--- src/rtl/led_meter_sequencer.sv ---
// led_meter_sequencer: APA102 frame sequencer drawing one decaying-peak bar graph per audio channel.
// Ports:
//   clk_12mhz     system clock
//   rst           asynchronous active-high reset
//   sample_clk    sample strobe, peaks update on its synchronised rising edge
//   sample_in     N_CH signed W-bit samples, channel c at [c*W +: W]
//   apa102_busy   driver busy, no command is issued while high
//   apa102_cmd    00 NONE, 01 SOF, 10 PIXEL, 11 EOF (held between issues)
//   apa102_strobe one-cycle command issue
//   pixel_*       pixel colour, updated with each PIXEL issue
//   frame_done    one-cycle pulse with the EOF issue
// Build option: define LED_METER_PEAK_HOLD_EN to add a per-channel white peak-hold marker.
module led_meter_sequencer #(
    parameter int         W           = 16,
    parameter int         N_CH        = 4,
    parameter int         PX_PER_CH   = 16,
    parameter int         DECAY_SHIFT = 10,
    parameter logic [7:0] BRIGHT      = 8'd255,
    parameter int         FRAME_GAP   = 1200,
    parameter int         HOLD_FRAMES = 32
) (
    input  logic            clk_12mhz,
    input  logic            rst,
    input  logic            sample_clk,
    input  logic [N_CH*W-1:0] sample_in,
    input  logic            apa102_busy,
    output logic [1:0]      apa102_cmd,
    output logic            apa102_strobe,
    output logic [7:0]      pixel_red,
    output logic [7:0]      pixel_green,
    output logic [7:0]      pixel_blue,
    output logic            frame_done
);
    localparam int LP = $clog2(PX_PER_CH);
    localparam int LS = W - 1 - LP;
    localparam int CW = (N_CH > 1) ? $clog2(N_CH) : 1;
    localparam int GW = $clog2(FRAME_GAP + 1);
    localparam logic [2:0] S_IDLE  = 3'd0;
    localparam logic [2:0] S_SOF   = 3'd1;
    localparam logic [2:0] S_PIXEL = 3'd2;
    localparam logic [2:0] S_EOF   = 3'd3;
    localparam logic [2:0] S_GAP   = 3'd4;
    localparam logic [LP-1:0] RED_IDX = LP'(3 * PX_PER_CH / 4);
    localparam logic [W-2:0]  A_MAX   = '1;

    logic [2:0]        state;
    logic [CW-1:0]     ch;
    logic [LP-1:0]     idx;
    logic [GW-1:0]     gap;
    logic [2:0]        sc_q;
    logic              rise, iss, sof_iss;
    logic [N_CH*LP-1:0] lvl_all;
    logic [N_CH-1:0]   nz_all;
    logic [LP-1:0]     cur_lvl;
    logic              cur_nz, lit, hot, white;
    logic [7:0]        px_r, px_g, px_b;

    // two flops synchronise sample_clk, the third gives the previous level for edge detection
    always_ff @(posedge clk_12mhz or posedge rst)
        if (rst) sc_q <= '0;
        else     sc_q <= {sc_q[1:0], sample_clk};

    assign rise    = sc_q[1] & ~sc_q[2];
    assign iss     = !apa102_busy && !apa102_strobe;
    assign sof_iss = (state == S_SOF) && iss;

`ifdef LED_METER_PEAK_HOLD_EN
    localparam int TW = $clog2(HOLD_FRAMES + 1);
    logic [N_CH*LP-1:0] hold_all;
    logic [LP-1:0]      cur_hold;
`endif

    for (genvar c = 0; c < N_CH; c++) begin : g_ch
        logic signed [W-1:0] x;
        logic [W-1:0]        nx;
        logic [W-2:0]        a, peak;
        logic [LP-1:0]       lvl_n, lvl;
        logic                nz;
        assign x  = sample_in[c*W +: W];
        assign nx = -x;
        // negating the most negative sample wraps back to itself; clamp it to the largest magnitude
        assign a  = x[W-1] ? (nx[W-1] ? A_MAX : nx[W-2:0]) : x[W-2:0];
        assign lvl_n = LP'(peak >> LS);
        always_ff @(posedge clk_12mhz or posedge rst)
            if (rst)       peak <= '0;
            else if (rise) peak <= (a > peak) ? a : peak - (peak >> DECAY_SHIFT);
        // the snapshot keeps a frame consistent while peaks keep moving
        always_ff @(posedge clk_12mhz or posedge rst)
            if (rst) begin
                lvl <= '0;
                nz  <= 1'b0;
            end else if (sof_iss) begin
                lvl <= lvl_n;
                nz  <= peak != '0;
            end
        assign lvl_all[c*LP +: LP] = lvl;
        assign nz_all[c]           = nz;
`ifdef LED_METER_PEAK_HOLD_EN
        logic [LP-1:0] hold;
        logic [TW-1:0] tmr;
        always_ff @(posedge clk_12mhz or posedge rst)
            if (rst) begin
                hold <= '0;
                tmr  <= '0;
            end else if (sof_iss) begin
                if (lvl_n >= hold) begin
                    hold <= lvl_n;
                    tmr  <= TW'(HOLD_FRAMES);
                end else if (tmr == '0) hold <= lvl_n;
                else                    tmr  <= tmr - 1'b1;
            end
        assign hold_all[c*LP +: LP] = hold;
`endif
    end

    assign cur_lvl = lvl_all[ch*LP +: LP];
    assign cur_nz  = nz_all[ch];
    assign lit     = (idx <= cur_lvl) && cur_nz;
    assign hot     = idx >= RED_IDX;
`ifdef LED_METER_PEAK_HOLD_EN
    assign cur_hold = hold_all[ch*LP +: LP];
    assign white    = (idx == cur_hold) && ((cur_hold > cur_lvl) || cur_nz);
`else
    assign white    = 1'b0;
`endif
    assign px_r = (white || (lit && hot))  ? BRIGHT : 8'd0;
    assign px_g = (white || (lit && !hot)) ? BRIGHT : 8'd0;
    assign px_b = white ? BRIGHT : 8'd0;

    always_ff @(posedge clk_12mhz or posedge rst)
        if (rst) begin
            state         <= S_IDLE;
            apa102_strobe <= 1'b0;
            apa102_cmd    <= 2'b00;
            pixel_red     <= '0;
            pixel_green   <= '0;
            pixel_blue    <= '0;
            frame_done    <= 1'b0;
            ch            <= '0;
            idx           <= '0;
            gap           <= '0;
        end else begin
            apa102_strobe <= 1'b0;
            frame_done    <= 1'b0;
            case (state)
                S_IDLE: state <= S_SOF;
                S_SOF: if (iss) begin
                    apa102_strobe <= 1'b1;
                    apa102_cmd    <= 2'b01;
                    ch            <= '0;
                    idx           <= '0;
                    state         <= S_PIXEL;
                end
                S_PIXEL: if (iss) begin
                    apa102_strobe <= 1'b1;
                    apa102_cmd    <= 2'b10;
                    pixel_red     <= px_r;
                    pixel_green   <= px_g;
                    pixel_blue    <= px_b;
                    if (idx == LP'(PX_PER_CH - 1)) begin
                        idx <= '0;
                        if (ch == CW'(N_CH - 1)) state <= S_EOF;
                        else                     ch    <= ch + 1'b1;
                    end else idx <= idx + 1'b1;
                end
                S_EOF: if (iss) begin
                    apa102_strobe <= 1'b1;
                    apa102_cmd    <= 2'b11;
                    frame_done    <= 1'b1;
                    gap           <= '0;
                    state         <= S_GAP;
                end
                S_GAP: if (gap == GW'(FRAME_GAP - 1)) state <= S_SOF;
                       else                           gap   <= gap + 1'b1;
                default: state <= S_IDLE;
            endcase
        end
endmodule

--- config.mk ---
export PLATFORM = sky130hd
export DESIGN_NAME = led_meter_sequencer
export DESIGN_NICKNAME = d
export VERILOG_FILES = /design/src/rtl/led_meter_sequencer.sv
export SDC_FILE = /design/constraint.sdc
export NUM_CORES = 1
export LEC_CHECK = 0
export ABC_AREA = 1
export CORE_AREA = 2 2 191 118
export CTS_CLUSTER_SIZE = 24
export DETAILED_ROUTE_END_ITERATION = 12
export DIE_AREA = 0 0 193 120
export PLACE_DENSITY = 0.83
export SYNTH_ARGS = -nofsm -noshare
export SYNTH_HDL_FRONTEND = slang
export SYNTH_SLANG_ARGS = --single-unit
--- constraint.sdc ---
create_clock -name clk_12mhz -period 3.4 [get_ports clk_12mhz]
set_input_delay 0.51 -clock clk_12mhz [delete_from_list [all_inputs] [get_ports clk_12mhz]]
set_output_delay 0.51 -clock clk_12mhz [all_outputs]
set_load 0.01 [all_outputs]
==> results by stage <==
Timing:
- The number of slew-limit violations in the final report was 0.
- The worst relative slew slack is 23.1%.
- After routing, the total negative slack on setup checks comes to 0 ps.
- The final setup violation count is 0.
- At the pin with the least slew margin, the transition time is 1150 ps.
- The slack of the critical path is 216 ps.
- The worst hold slack is 353 ps.
- The part of the cycle the worst path needs is 93.7%.
- The clock period minus worst slack is 3180 ps.
- The fmax is 0.314 GHz.
- The number of endpoints with negative hold slack in the final report is 0.
- Setup repair after global routing could not meet its margin everywhere.
- The final clock skew is 11.9 ps.

Yosys:
- Yosys printed 0 warnings.
- By instance count, the leading cell after synthesis is sky130_fd_sc_hd__nand2_1.
- The commonest register cell after synthesis is sky130_fd_sc_hd__dfrtp_1.
- The post-synthesis instance total is 1888.
- Sorting the synthesized cells by how often they occur yields sky130_fd_sc_hd__nand2_1, sky130_fd_sc_hd__inv_1, sky130_fd_sc_hd__nor2_1, sky130_fd_sc_hd__nand3_1, sky130_fd_sc_hd__dfrtp_1.
- The register bit count reported by yosys is 109.
- In this run, synthesis inferred 0 flip-flops with an integrated enable.
- After synthesis, the largest area contributor takes up 24.0% of total cell area.
- The sequential share of the synthesized area is 24.0%.
- The fraction of registers with async set or reset after synthesis is 100%.
- Sorting the synthesized cells by area gives the leading types as sky130_fd_sc_hd__dfrtp_1, sky130_fd_sc_hd__nand2_1, sky130_fd_sc_hd__ha_1.
- The largest area contributor in the synthesized netlist is sky130_fd_sc_hd__dfrtp_1.
- In this run the cell area of the synthesized design comes to 11400 µm².
- The netlist uses 47 different library cells.
- The mean post-synth cell area is 6.02 µm².

Power and ir drop:
- Summed over all cells, the static leakage comes to 7.37 nW.
- The worst voltage drop across the vdd grid is 0.000456 V.
- The design draws 10.7 mW.
- The total power density per cell area is 803 nW/µm².

Routing:
- The detail route stage leaves a number of antenna-violating nets equal to 0.
- The wire length on met3 is 2690 µm.
- The number of DRC markers after the initial detailed-route iteration is 1604.
- In the routed layout, each cell is associated on average with a via count of 5.33.
- The number of iterations in the first detailed-routing pass is 7.
- In the routed design, unresolved DRC markers number 0.
- The uppermost layer routed is met4.
- For this block, the via count after detailed routing is 12300.
- The detail-routed net length per standard cell is 13.7 µm.
- Wire segments on met2 add up to 13600 µm in the final route.
- The final layout contains routed wiring with a total length of 31700 µm.
- The met1 layer wirelength in the final routing is 15100 µm.

Die:
- Once the floorplan was initialized, standard cells occupied 52.8% of the core.
- The number of standard-cell rows in the floorplan is 42.
- The number of ports placed on the die boundary is 96.
- The die outline height is 120 µm.
- The die outline area is 23200 µm².
- The width of the chip is 193 µm.
- The placeable core region is 21500 µm².

Clock tree:
- The number of buffers created by CTS is 9.
- The TritonCTS sink count is 109.
- The clock latency on the worst-skew pair is 370 ps.
- The clock transition at the registers of the reported paths is 80 ps.
- The number of buffers on the longest clock path is 2.
- The cell chosen for the clock root is sky130_fd_sc_hd__clkbuf_16.
- The CTS H-tree depth is 3.
- After clock tree synthesis, the flow added hold-fix buffers numbering 0.
- TritonCTS built the clock tree.
- The post-CTS setup buffer count is 0.

Global routing:
- The total congestion overflow is 0.
- The total routing usage reported by global routing is 27.8%.
- The number of antenna violations at the first check in global routing is 0.
- The first global-routing pass estimated 52900 µm of wire.
- Entering global routing, the biggest net connects 66 pins.
- The via count of the first global-routing pass is 11400.

Setup path:
- Data on the critical path arrives at its endpoint at 3440 ps.
- The startpoint type of the worst setup path is an input port.
- The worst setup path is captured at a register.
- The type of the worst setup path is in2reg.
- The peak fanout along the critical path is 8.
- For the worst setup path, the data required time is 3660 ps.

Placed design:
- The post-detailed-placement cell area is 13000 µm².
- The congestion estimate from routability-driven global placement came to 0.941.
- During placement, the flow inserted port buffers numbering 87.
- The half-perimeter wire length after detailed placement is 24300 µm.
- The number of placed instances with taps included is 2298.
- The pre-CTS worst setup slack is -209 ps.

Cells and area:
- The antenna diode count is 0.
- The final layout net count is 2187.
- Relative to the synthesized area, the layout overhead comes to 17.5%.
- The utilization after layout is 62.0%.
- The filler cell count is 2001.
- Summing all flip-flop and latch instances after layout gives 2730 µm².
- Summing all non-filler instances in the final layout gives an area of 13400 µm².
- In the final layout, the multi-input gates occupy 7280 µm².
- In the final layout, the share of cells above drive strength 1 is 7.74%.
- The count of non-filler cells in the finished layout is 2315.

Job:
- The reported max-cap violation count is 0.

Status:
- The run finished with clean final reports.

Min path:
- The class of the worst hold path is reg2reg.
path summary, 6_finish.rpt:
| check | from | end | slack, ps | cells past startpoint |
|---|---|---|---|---|
| min in group asynchronous | rst | g_ch[2].peak[2]$_DFFE_PP0P_ | 600 | 2 |
| worst min-delay path | sc_q[0]$_DFF_PP0_ | sc_q[1]$_DFF_PP0_ | 350 | 0 |
| max in group asynchronous | rst | g_ch[0].peak[12]$_DFFE_PP0P_ | 2010 | 3 |
| worst max register to register | ch[0]$_DFFE_PP0P_ | pixel_green[6]$_DFFE_PP0P_ | 910 | 11 |
| worst min register to register | sc_q[0]$_DFF_PP0_ | sc_q[1]$_DFF_PP0_ | 350 | 0 |
| worst max-delay path | sample_in[33] | g_ch[2].peak[1]$_DFFE_PP0P_ | 220 | 23 |
final cells by class:
class | count | area share (%)
Clock buffer | 10 | 1.79
Clock inverter | 6 | 0.487
Sequential cell | 109 | 20.4
Inverter | 296 | 8.34
Multi-Input combinational cell | 1433 | 54.5
Tap cell | 286 | 2.68
Timing Repair Buffer | 175 | 11.8
per-layer routing:
layer | GRT usage (%) | vias to the layer above
met5 | 0 | -
met4 | 4.26 | 0
met3 | 4.77 | 39
met2 | 43.1 | 469
met1 | 41.0 | 5634
li1 | - | 6200
critical path: stages:
cell,delay [ps]
sky130_fd_sc_hd__clkdlybuf4s50_1,430
sky130_fd_sc_hd__inv_1,70
sky130_fd_sc_hd__ha_1,140
sky130_fd_sc_hd__inv_1,50
sky130_fd_sc_hd__nor2_1,130
sky130_fd_sc_hd__nand2_1,100
sky130_fd_sc_hd__nor2_2,170
sky130_fd_sc_hd__inv_1,80
sky130_fd_sc_hd__nand3_1,80
sky130_fd_sc_hd__nand2_1,50
sky130_fd_sc_hd__nor2_1,120
sky130_fd_sc_hd__inv_1,60
sky130_fd_sc_hd__ha_1,290
sky130_fd_sc_hd__nand2_1,70
sky130_fd_sc_hd__nand2_1,50
sky130_fd_sc_hd__nand2_1,50
sky130_fd_sc_hd__nand2_1,50
sky130_fd_sc_hd__a21oi_1,320
sky130_fd_sc_hd__nand2_2,180
sky130_fd_sc_hd__nand2_2,230
sky130_fd_sc_hd__nand2_1,80
sky130_fd_sc_hd__nand3_1,80
sky130_fd_sc_hd__nand2_1,60
report_power, final:
part	leakage, nW	switching (mW)	internal (mW)
combinational	5.87	4.42	2.63
sequential	1.35	0.696	1.86
clock	0.150	0.574	0.542
total	7.37	5.69	5.03
placed cells by master (no fill, tap or decap), drive strengths merged, types with 3 or more instances in the layout:
cell	Yosys	routed
a21o	4	4
a21oi	64	64
a41oi	3	3
buf	45	88
clkbuf	13	10
clkdlybuf4s50	0	87
clkinv	1	4
conb	1	8
dfrtp	109	109
fa	4	4
ha	91	91
inv	295	298
nand2	638	639
nand3	189	189
nand3b	6	6
nand4	39	39
nor2	236	236
nor3	7	7
nor4	5	5
o211ai	3	3
o21ai	69	69
o21bai	5	5
o22ai	6	6
or2	13	13
xnor2	8	8
xor2	26	26
sequential cells by signal, summed over array words and instances (netlist names):
signal and flops:
apa102_strobe 1, g_ch.peak 60, pixel_red 1, state 3, g_ch.lvl 16, pixel_green 1, idx 4, gap 11
g_ch.nz 4, apa102_cmd 2, sc_q 3, ch 2, frame_done 1
kinds of logic after synthesis:
| family | count (synthesis) | synth area share [%] |
|---|---|---|
| adders and majority gates | 95 | 10.7 |
| and+or+nand+nor | 1134 | 41.8 |
| DFF | 109 | 24.0 |
| other | 1 | 0.0330 |
| xor gates and xnor gates | 34 | 2.62 |
| buffers and inverters | 354 | 13.0 |
| AOI/OAI and AO/OA | 161 | 7.86 |
repair_timing:
action,4_1_cts,5_1_grt
gates resized for setup,0,20
setup endpoints to repair,0,60
hold endpoints to repair,0,0
Power figures use the tool's default switching activity.
